**config.mk**
```make
export PLATFORM = sky130hd
export DESIGN_NAME = dac_channel_arbiter
export DESIGN_NICKNAME = d
export VERILOG_FILES = /design/src/rtl/dac_channel_arbiter.sv
export SDC_FILE = /design/constraint.sdc
export NUM_CORES = 1
export LEC_CHECK = 0
export CAP_MARGIN = 15
export CELL_PAD_IN_SITES_DETAIL_PLACEMENT = 1
export CELL_PAD_IN_SITES_GLOBAL_PLACEMENT = 2
export CORE_MARGIN = 4
export CORE_UTILIZATION = 30
export DETAILED_ROUTE_END_ITERATION = 7
export GPL_TIMING_DRIVEN = 0
export PLACE_DENSITY = 0.89
export SLEW_MARGIN = 15
export SYNTH_ARGS = -nofsm -noshare
export SYNTH_HDL_FRONTEND = slang
export SYNTH_SLANG_ARGS = --single-unit
```
**constraint.sdc**
```tcl
create_clock -name CLK50MHZ -period 3.9 [get_ports CLK50MHZ]
set_input_delay 0.78 -clock CLK50MHZ [delete_from_list [all_inputs] [get_ports CLK50MHZ]]
set_output_delay 0.78 -clock CLK50MHZ [all_outputs]
set_load 0.01 [all_outputs]
```
**src/rtl/dac_channel_arbiter.sv**
```systemverilog
// ---------------------------------------------------------------------------
// dac_channel_arbiter
// Shares one DacSpi word-transfer engine among four requesters (DAC channels
// A-D). Round-robin arbitration, drives the DacSpi word interface, waits for
// dacdone (bounded by TIMEOUT cycles), then acknowledges the served requester.
//
// Ports
//   CLK50MHZ   in   1   system clock
//   RST        in   1   asynchronous active-low reset
//   req        in   4   level request per channel, held until ack
//   req_data   in  48   12-bit value per requester, slice [12i+11:12i]
//   ack        out  4   one-cycle completion pulse to the served requester
//   err        out  1   one-cycle pulse with ack when the transfer timed out
//   busy       out  1   high whenever the arbiter is not idle
//   grant_id   out  2   current / last granted requester
//   data       out 12   DacSpi data word
//   address    out  4   DacSpi channel address, {2'b00, grant_id}
//   command    out  4   DacSpi command nibble, CMD during a transfer
//   dactrig    out  1   DacSpi one-cycle start pulse
//   dacdone    in   1   DacSpi one-cycle completion pulse
// ---------------------------------------------------------------------------
module dac_channel_arbiter #(
    parameter logic [3:0]  CMD     = 4'b0011,
    parameter int unsigned TIMEOUT = 4096,
    parameter int unsigned TW      = 13
) (
    input  logic        CLK50MHZ,
    input  logic        RST,
    input  logic [3:0]  req,
    input  logic [47:0] req_data,
    output logic [3:0]  ack,
    output logic        err,
    output logic        busy,
    output logic [1:0]  grant_id,
    output logic [11:0] data,
    output logic [3:0]  address,
    output logic [3:0]  command,
    output logic        dactrig,
    input  logic        dacdone
);

    localparam logic [1:0] S_IDLE  = 2'd0;
    localparam logic [1:0] S_ISSUE = 2'd1;
    localparam logic [1:0] S_WAIT  = 2'd2;
    localparam logic [1:0] S_ACK   = 2'd3;

    localparam logic [TW-1:0] CNT_LAST = TW'(TIMEOUT - 1);

    logic [1:0]    r_state;
    logic [1:0]    r_ptr;
    logic [1:0]    r_grant_id;
    logic [11:0]   r_data;
    logic [3:0]    r_address;
    logic [3:0]    r_command;
    logic          r_dactrig;
    logic [3:0]    r_ack;
    logic          r_err;
    logic          r_busy;
    logic [TW-1:0] r_cnt;

    logic [1:0]    w_state_nxt;
    logic [1:0]    w_ptr_nxt;
    logic [1:0]    w_grant_id_nxt;
    logic [11:0]   w_data_nxt;
    logic [3:0]    w_address_nxt;
    logic [3:0]    w_command_nxt;
    logic          w_dactrig_nxt;
    logic [3:0]    w_ack_nxt;
    logic          w_err_nxt;
    logic          w_busy_nxt;
    logic [TW-1:0] w_cnt_nxt;

    logic [1:0]    w_winner;
    logic [1:0]    w_cand;

    // Round-robin pick: first set req bit at ptr, ptr+1, ptr+2, ptr+3.
    // Scanning from the farthest offset down lets the nearest one win.
    always_comb begin
        w_winner = r_ptr;
        w_cand   = r_ptr;
        for (int k = 3; k >= 0; k--) begin
            w_cand = r_ptr + 2'(k);
            if (req[w_cand]) begin
                w_winner = w_cand;
            end
        end
    end

    // Next-state and next-output logic.
    always_comb begin
        w_state_nxt    = r_state;
        w_ptr_nxt      = r_ptr;
        w_grant_id_nxt = r_grant_id;
        w_data_nxt     = r_data;
        w_address_nxt  = r_address;
        w_command_nxt  = r_command;
        w_dactrig_nxt  = 1'b0;
        w_ack_nxt      = 4'b0000;
        w_err_nxt      = 1'b0;
        w_cnt_nxt      = r_cnt;

        case (r_state)
            S_IDLE: begin
                if (|req) begin
                    w_state_nxt    = S_ISSUE;
                    w_grant_id_nxt = w_winner;
                    w_data_nxt     = req_data[6'(w_winner) * 6'd12 +: 12];
                    w_address_nxt  = {2'b00, w_winner};
                    w_command_nxt  = CMD;
                    w_dactrig_nxt  = 1'b1;
                end
            end
            S_ISSUE: begin
                w_state_nxt = S_WAIT;
                w_cnt_nxt   = '0;
            end
            S_WAIT: begin
                // dacdone takes priority over an expiry in the same cycle
                if (dacdone) begin
                    w_state_nxt = S_ACK;
                    w_ack_nxt   = 4'b0001 << r_grant_id;
                end else if (r_cnt == CNT_LAST) begin
                    w_state_nxt = S_ACK;
                    w_ack_nxt   = 4'b0001 << r_grant_id;
                    w_err_nxt   = 1'b1;
                end else begin
                    w_cnt_nxt = r_cnt + TW'(1);
                end
            end
            S_ACK: begin
                w_state_nxt   = S_IDLE;
                w_ptr_nxt     = r_grant_id + 2'd1;
                w_command_nxt = 4'b0000;
            end
            default: begin
                w_state_nxt = S_IDLE;
            end
        endcase

        w_busy_nxt = (w_state_nxt != S_IDLE);
    end

    // State and registered outputs.
    always_ff @(posedge CLK50MHZ or negedge RST) begin
        if (!RST) begin
            r_state    <= S_IDLE;
            r_ptr      <= 2'd0;
            r_grant_id <= 2'd0;
            r_data     <= 12'd0;
            r_address  <= 4'd0;
            r_command  <= 4'd0;
            r_dactrig  <= 1'b0;
            r_ack      <= 4'd0;
            r_err      <= 1'b0;
            r_busy     <= 1'b0;
            r_cnt      <= '0;
        end else begin
            r_state    <= w_state_nxt;
            r_ptr      <= w_ptr_nxt;
            r_grant_id <= w_grant_id_nxt;
            r_data     <= w_data_nxt;
            r_address  <= w_address_nxt;
            r_command  <= w_command_nxt;
            r_dactrig  <= w_dactrig_nxt;
            r_ack      <= w_ack_nxt;
            r_err      <= w_err_nxt;
            r_busy     <= w_busy_nxt;
            r_cnt      <= w_cnt_nxt;
        end
    end

    assign ack      = r_ack;
    assign err      = r_err;
    assign busy     = r_busy;
    assign grant_id = r_grant_id;
    assign data     = r_data;
    assign address  = r_address;
    assign command  = r_command;
    assign dactrig  = r_dactrig;

endmodule

```
Word level (Yosys, flattened, before mapping)
Index checks and enable logic that the tools add are counted.
Cells by class
  shifts and indexed selects: 2
  equal/unequal tests: 7
  div/mod/pow operators: 0
  muxes and demuxes: 29
  add/sub/neg operators: 5
  reductions and logical operators: 8
  multipliers: 1
  bitwise operators: 0
  magnitude comparators: 4
Operators by type and width (count)
  48-bit by 7-bit variable part select with 12-bit output: 1
  13-bit two-way mux: 2
  13-bit one-hot mux with 2 select lines: 1
  4-bit two-way mux: 4
  2-bit two-way mux: 7
  13-bit by 1-bit adder with 13-bit output (second input constant): 1
  13-bit by 12-bit == test with 1-bit output (second input constant): 1
  2-bit by 3-bit less-than comparator with 1-bit output (second input constant): 4
  1-bit two-way mux: 9
  1-bit binary-select mux with 2-bit select: 4
  2-bit one-hot mux with 4 select lines: 1
  4-bit one-hot mux with 2 select lines: 1
  2-bit != test (second input constant): 3
  2-bit nonzero test: 3
  2-bit by 1-bit adder with 2-bit output (second input constant): 2
  2-bit adder (second input constant): 2
  2-bit == test (second input constant): 2
  2-bit by 2-bit multiplier with 4-bit output (second input constant): 1
  2-bit AND reduction: 2
  4-bit OR reduction: 1
  1-bit by 2-bit << shifter with 4-bit output (first input constant): 1
  3-bit AND reduction: 1
  2-bit by 1-bit == test with 1-bit output (second input constant): 1
  2-bit logical NOT: 1
Word-level totals
  memory bits (read-only): 0
  bits in latches: 0
  memories kept: 0
  register bits after elaboration: 42
  bits in writable memories: 0

Longest topological paths before layout
Gate-level depths: netlist of run 1.
  depth in word-level cells: 9
  depth in mapped cells: 8
  gate-level depth less buffers: 7

Worst setup path before layout of run 1
No wires, ideal clock.
  path type: input to register
  from: input req[0]
  to: register r_data[10], in the netlist data[10]
  slack: 1929 ps
  arrival: 1831 ps
  cell stages on the path: 7
  required time: 3760 ps
  library setup time: 140 ps
  cells stage by stage: nor2_1 a211o_1 and3_1 buf_6 buf_6 a211oi_2 a211oi_2
On the way
  longest elaborated chain between the ends: 8
RTL lines
  from (decl): RTL line 29  | input logic [3:0] req,
  1-bit binary-select mux with 2-bit select: RTL line 83  | if (req[w_cand]) begin
  1-bit two-way mux (not written as such): RTL line 83
  2-bit two-way mux (4 in series): RTL line 83
  2-bit by 2-bit multiplier with 4-bit output: RTL line 107  | w_data_nxt = req_data[6'(w_winner) * 6'd12 +: 12];
  48-bit by 7-bit variable part select with 12-bit output: RTL line 107
  to (signal assigned): RTL line 161  | r_data <= w_data_nxt;
  to (decl): RTL line 52  | logic [11:0] r_data;
Several ways; a longest one is shown, not always the timed one. The select of a mux whose other input is x is not followed.
A chain may end at the register's enable or synchronous reset.

Worst setup path after layout of run 1
  from: input req[3]
  to: register r_data[6], in the netlist data[6]
The elaborated chain is that of the path after synthesis.

==> reports/qor.yml, run 1 <==
status:
  status: "complete, no violations"
placement:
  io_buffers: 79
  gp_congestion: 0.7312
  dpl.hpwl_um: 5451
timing:
  setup_viol: 0
  fmax_mhz: 397.0
  finalCritPeriodShare_pct: 64.59
  clock_skew_ns: 0.005239
  rsz0062_at_grt: "no"
  drv_slew: 0
  finalHoldViolCount: 0
  tightest_slew_ns: 0.6282
  setup_tns_ns: 0
  fin_crit_ns: 2.519
  slew_headroom_pct: 58.03
critical_path:
  critPathSlowestCell: "clkdlybuf4s50_1"
  worstPathCellList: "clkdlybuf4s50_1 > nor4_2 > nor2b_1 > buf_4 > nor3b_1 > buf_6 > a211oi_2"
  arrival_ns: 2.69
  cp_max_fo: 10
  cp-end-kind: "register"
  worst-path-buf-inv: 3
  crit_required_ns: 4.07
  critPathKind: "in2reg"
  cpPeakStageDelay_ns: 0.58
  cp_top_family: "buffers and inverters"
  startpoint_type: "input port"
  startpoint: "req[3]"
  r2r_start: "r_state[0]"
power_and_ir_drop:
  intPower_uw: 1239
  seqPwrFrac_pct: 31.1
  power_frac_clock_pct: 13.1
  p_leak_uw: 0.001435
  p_per_area_mw_per_mm2: 588.0
  ir_worst_vdd_uv: 247.1
  swShare_pct: 39.85
  switching_power_uw: 820.7
  combPwrFrac_pct: 55.8
  totalPowerFinal_uw: 2059
route:
  drt_wl_total_um: 6808
  routedWlPerCell_um: 15.69
  num_vias: 2105
  drt_iter0_drc: 37
  drc: 0
  ant_nets: 0
  first_pass_iters: 4
  via_per_inst: 4.850
logic_synthesis:
  synth-edff-count: 0
  synth_cell_types: 45
  yosys.area_share.adder_pct: 5.053
  synthCells: 241
  synth_top_family_by_area: "compound AO/OA/AOI/OAI gates"
  muxShareOfSynthArea_pct: 6.114
  synthXorXnorAreaFrac_pct: 1.061
  ys.flop_type: "dfrtp_1"
  synth_warnings: 0
  synth-compound-area-share_pct: 24.31
  synth-simple-area-share_pct: 14.91
  ys_seq_area_share_pct: 39.41
  async_flop_share_pct: 100.0
  syn_area_mm2: 0.002476
  syn_area_per_cell_um2: 10.27
  synth-seq-cells: 39
layout:
  area_growth_pct: 41.44
  seqCellArea_um2: 975.9
  nets: 396
  multi_input_area_mm2: 0.001289
  drive_gt1_share_pct: 16.57
  antennaDiodeCount: 0
  n_fill_cell: 893
  layout_commonest_cell: "clkdlybuf4s50_1"
  mostFrequentLayoutCells: "78 x clkdlybuf4s50_1, 39 x dfrtp_1, 24 x a211oi_2"
floorplanning:
  dieArea_mm2: 0.009771
  row_count: 32
  io_pins: 84
  die_y_um: 98.85
  coreArea_mm2: 0.007888
  die_w_um: 98.85
  start_util_pct: 31.39
clock_tree:
  cts-resized-gates: 0
  cts_root_buffer: "clkbuf_8"
  cts_max_path_buffers: 2
  cts_tree: "done"
  worstSkewPairLatency_ns: 0.29
  htree_levels: 2
  cts.hold.buffers_added: 0
  clkTransAtPathRegs_ns: 0.08
  cts.sinks: 39
  cts_buffers: 5
  cts_setup_buffers: 0
global_routing:
  grt_start_max_net_pins: 27
  grt_first_pass_wirelength_um: 11320
  grt.total_usage_pct: 14.23
  grt_pass1_vias: 2244
  grt_antenna_before_repair: 0
  overflow: 0
run:
  cap_viol_max_count: 0
worst_hold_path:
  hold_path.class: "in2async"
-- cells in the mapped netlist, types with 2 or more instances --
| library cell | n | area, um2 |
|---|---|---|
| nand4_1 | 3 | 18.77 |
| nor4_2 | 2 | 25.02 |
| xnor2_1 | 3 | 26.28 |
| a21oi_1 | 3 | 15.01 |
| o21ai_2 | 2 | 17.52 |
| mux2i_1 | 14 | 140.1 |
| nand3_1 | 8 | 40.04 |
| o21a_1 | 2 | 15.01 |
| buf_6 | 4 | 45.04 |
| inv_1 | 19 | 71.32 |
| nand2b_1 | 4 | 25.02 |
| a211oi_1 | 2 | 15.01 |
| o211ai_1 | 3 | 22.52 |
| a211oi_2 | 24 | 300.3 |
| a31oi_1 | 13 | 81.33 |
| o21ai_1 | 5 | 25.02 |
| o21ai_0 | 2 | 10.01 |
| and2_1 | 4 | 25.02 |
| nor2b_1 | 6 | 37.54 |
| o31ai_1 | 4 | 30.03 |
| buf_4 | 9 | 67.56 |
| and3_1 | 2 | 12.51 |
| clkbuf_1 | 5 | 18.77 |
| ha_1 | 10 | 125.1 |
| dfrtp_1 | 39 | 975.9 |
| nand2_1 | 6 | 22.52 |
| nor4_1 | 2 | 12.51 |
| nor3_1 | 2 | 10.01 |
| nor2_1 | 23 | 86.33 |
-- final timing paths --
check / slack (ns) / to / cells after the start
min reg2reg: 0.49 / r_cnt[5] / 1
min: 0.38 / busy / 1
min in group CLK50MHZ: 0.49 / r_cnt[5] / 1
max: 1.38 / data[6] / 7
max reg2reg: 1.81 / data[6] / 7
max in group asynchronous: 3.05 / data[9] / 2
-- layout make-up --
type / count / share of cell area [%]
clock buffers: 7 / 2.179
inverters: 19 / 2.036
clock inverters: 1 / 0.1429
repair buffers: 80 / 23.01
multi-input cells: 167 / 36.80
well taps: 102 / 3.644
plain buffers: 19 / 4.323
flip-flops and latches: 39 / 27.87
-- flip-flops by register name, summed over array words and instances (netlist names), 2 cells and up --
signal,flops
r_state,2
ack,4
address,2
r_ptr,2
data,12
r_cnt,13
-- kinds of logic (layout without fill, tap and decap cells) --
family	Yosys count	after routing
compound gates	66	66
xor+xnor	3	3
fa+ha+maj	10	10
buf+inv	38	126
flops	39	39
mux	15	15
other cells	1	4
simple gates	69	69
-- power groups by stage --
stage / Combinational, uW / Clock [uW] / Sequential (uW)
floorplan: 674 / 0 / 673
global placement: 1130 / 0 / 644
detailed placement: 1170 / 0 / 651
CTS: 1170 / 283 / 644
global route: 1260 / 297 / 666
finish: 1150 / 270 / 640
-- routing by layer --
layer	track usage [%]	up-vias	wire length, um	share of wire (%)
met5	0	-	0	0
met4	4.097	0	108	1.6
met3	2.902	8	286	4.2
met2	24.64	42	3439	51
met1	17.84	1022	2974	44
li1	-	1033	-	-
-- metrics by stage --
step	setup WS, ns	hold WS, ns	std cells	util [%]	area (um2)
finish	1.381	0.3845	434	44.40	3502
detailed placement	1.080	0.4768	426	43.37	3421
floorplan	1.929	0.4410	244	-	2487
global route	1.237	0.4023	434	44.40	3502
CTS	1.378	0.3849	434	44.40	3502
global placement	0.9738	0.4590	425	43.18	3406
No activity file was read; power rests on OpenSTA's default activity.
==> inputs of run 2 (changes only) <==
Settings changed: CORE_UTILIZATION 30 to 28, PLACE_DENSITY 0.89 to 0.84.
Clock period 3.9 ns to 2.4 ns, I/O delays scaled along.
==> reports/qor.yml, run 2 (synthesis results as in run 1) <==
status:
  status: "complete, no violations"  # unchanged
floorplanning:
  start_util_pct: 28.53  # was 31.39%
  die_w_um: 102.0  # was 98.85 um
  io_pins: 84  # unchanged
  coreArea_mm2: 0.008678  # was 0.007888 mm2
  die_y_um: 102.0  # was 98.85 um
  dieArea_mm2: 0.01041  # was 0.009771 mm2
  row_count: 34  # was 32
route:
  drt_iter0_drc: 61  # was 37
  ant_nets: 0  # unchanged
  via_per_inst: 4.855  # was 4.850
  routedWlPerCell_um: 15.53  # was 15.69 um
  num_vias: 2136  # was 2,105
  drt_wl_total_um: 6833  # was 6808 um
  first_pass_iters: 4  # unchanged
  drc: 0  # unchanged
power_and_ir_drop:
  power_frac_clock_pct: 16.5  # was 13.1%
  intPower_uw: 2146  # was 1239 uW
  p_per_area_mw_per_mm2: 981.4  # was 588.0 mW/mm2
  ir_worst_vdd_uv: 381.9  # was 247.1 uV
  combPwrFrac_pct: 53.6  # was 55.8%
  switching_power_uw: 1342  # was 820.7 uW
  p_leak_uw: 0.001457  # was 0.001435 uW
  seqPwrFrac_pct: 29.9  # was 31.1%
  swShare_pct: 38.48  # was 39.85%
timing:
  setup_viol: 0  # unchanged
  tightest_slew_ns: 0.5631  # was 0.6282 ns
  fin_crit_ns: 2.185
  slew_headroom_pct: 62.38  # was 58.03%
  rsz0062_at_grt: "no"  # unchanged
  finalHoldViolCount: 0  # unchanged
  drv_slew: 0  # unchanged
  finalCritPeriodShare_pct: 91.06
  fmax_mhz: 457.6
  clock_skew_ns: 0.003523  # was 0.005239 ns
  whs_ns: 0.1421  # was 0.3845 ns
critical_path:
  r2r_start: "r_state[0]"  # unchanged
  startpoint: "req[2]"  # was req[3]
  cp_max_fo: 10  # unchanged
  critPathKind: "in2reg"  # unchanged
  startpoint_type: "input port"  # unchanged
  crit_required_ns: 2.57  # was 4.07 ns
  cp-end-kind: "register"  # unchanged
  arrival_ns: 2.36  # was 2.69 ns
layout:
  regMostFlops: "r_cnt"  # unchanged
  multi_input_area_mm2: 0.001289  # unchanged
  mostFrequentLayoutCells: "78 x clkdlybuf4s50_1, 39 x dfrtp_1, 24 x a211oi_2"  # unchanged
  n_fill_cell: 991  # was 893
  antennaDiodeCount: 0  # unchanged
  largest_reg_flops: 13  # unchanged
  seqCellArea_um2: 975.9  # unchanged
  fin_area_mm2: 0.003553  # was 0.003502 mm2
  final_cell_count_no_fill: 440  # was 434
  drive_gt1_share_pct: 17.17  # was 16.57%
  area_growth_pct: 43.51  # was 41.44%
  nets: 396  # unchanged
  layout_commonest_cell: "clkdlybuf4s50_1"  # unchanged
global_routing:
  grt.total_usage_pct: 13.03  # was 14.23%
  grt_start_max_net_pins: 23  # was 27
  grt_pass1_vias: 2190  # was 2,244
  grt_antenna_before_repair: 0  # unchanged
  overflow: 0  # unchanged
  grt_first_pass_wirelength_um: 10830  # was 11,320 um
placement:
  io_buffers: 79  # unchanged
  gp_congestion: 0.7431  # was 0.7312
  placed_cells: 432  # was 426
  dpl.hpwl_um: 5547  # was 5451 um
  place_area_mm2: 0.003436  # was 0.003421 mm2
clock_tree:
  worstSkewPairLatency_ns: 0.29  # about the same
  cts_tree: "done"  # unchanged
  cts-resized-gates: 0  # unchanged
  clkTransAtPathRegs_ns: 0.08  # about the same
  cts_setup_buffers: 0  # unchanged
  cts_buffers: 5  # unchanged
  htree_levels: 2  # unchanged
  cts.sinks: 39  # unchanged
  cts_max_path_buffers: 2  # unchanged
  cts_root_buffer: "clkbuf_8"  # unchanged
  cts.hold.buffers_added: 0  # unchanged
worst_hold_path:
  hold_path.class: "in2async"  # unchanged
run:
  cap_viol_max_count: 0  # unchanged
[run 2: changes by cell type in the layout (fill, tap and decap cells not counted)]
| cell | delta |
|---|---|
| buf_16 | +1 |
| clkbuf_1 | -2 |
| bufinv_16 | +1 |
| buf_12 | -1 |
| clkbuf_8 | +1 |
[run 2: worst max-delay path, cell delays in order]
cell and delay [ns]:
clkdlybuf4s50_1 0.48, nor2b_1 0.19, o21ai_2 0.21, clkbuf_1 0.43, a31oi_1 0.21, a211oi_2 0.29, a211oi_2 0.07
[run 2: worst paths after layout]
| check | to | slack, ns | cells after the start |
|---|---|---|---|
| setup / recovery | data[7] | 0.21 | 7 |
| hold / removal | data[7] | 0.14 | 1 |
| setup reg to reg | data[0] | 0.35 | 7 |
| hold reg to reg | r_cnt[5] | 0.48 | 1 |
| max in group asynchronous | r_cnt[11] | 1.78 | 2 |
| min in group CLK50MHZ | r_cnt[5] | 0.48 | 1 |
[run 2: metal layers]
layer / part of all wire, % / track usage [%] / up-vias / wire [um]
li1: - / - / 1033 / -
met1: 44 / 17.33 / 1061 / 3015
met2: 52 / 22.24 / 36 / 3574
met3: 2.4 / 1.433 / 6 / 161
met4: 1.2 / 4.036 / 0 / 81
met5: 0 / 0 / - / 0
[run 2: per-stage QoR]
step | util, % | total power (uW) | setup TNS, ns | worst slack [ns]
after CTS | 40.95 | 3554 | 0 | 0.2132
after floorplan | - | 2190 | 0 | 0.6800
after global routing | 40.95 | 3747 | 0 | 0.04474
after detailed placement | 39.59 | 2965 | -0.7141 | -0.08768
final | 40.95 | 3487 | 0 | 0.2146
after global placement | 39.33 | 2906 | -8.946 | -0.2132
[run 2: layout make-up]
class	count	share of cell area (%)
clock inverter	2	0.9859
timing repair buffer	80	22.89
clock buffer	6	2.324
multi-input combinational	167	36.27
tap	108	3.803
buffer	19	4.261
sequential	39	27.46
inverter	19	2.007
[run 2: power groups by stage]
| stage | registers [uW] | clock network, uW | logic, uW |
|---|---|---|---|
| final | 1040 | 576 | 1870 |
| after global routing | 1080 | 625 | 2040 |
| after CTS | 1050 | 596 | 1910 |
| after global placement | 1050 | 0 | 1850 |
| after detailed placement | 1060 | 0 | 1900 |
| after floorplan | 1090 | 0 | 1100 |
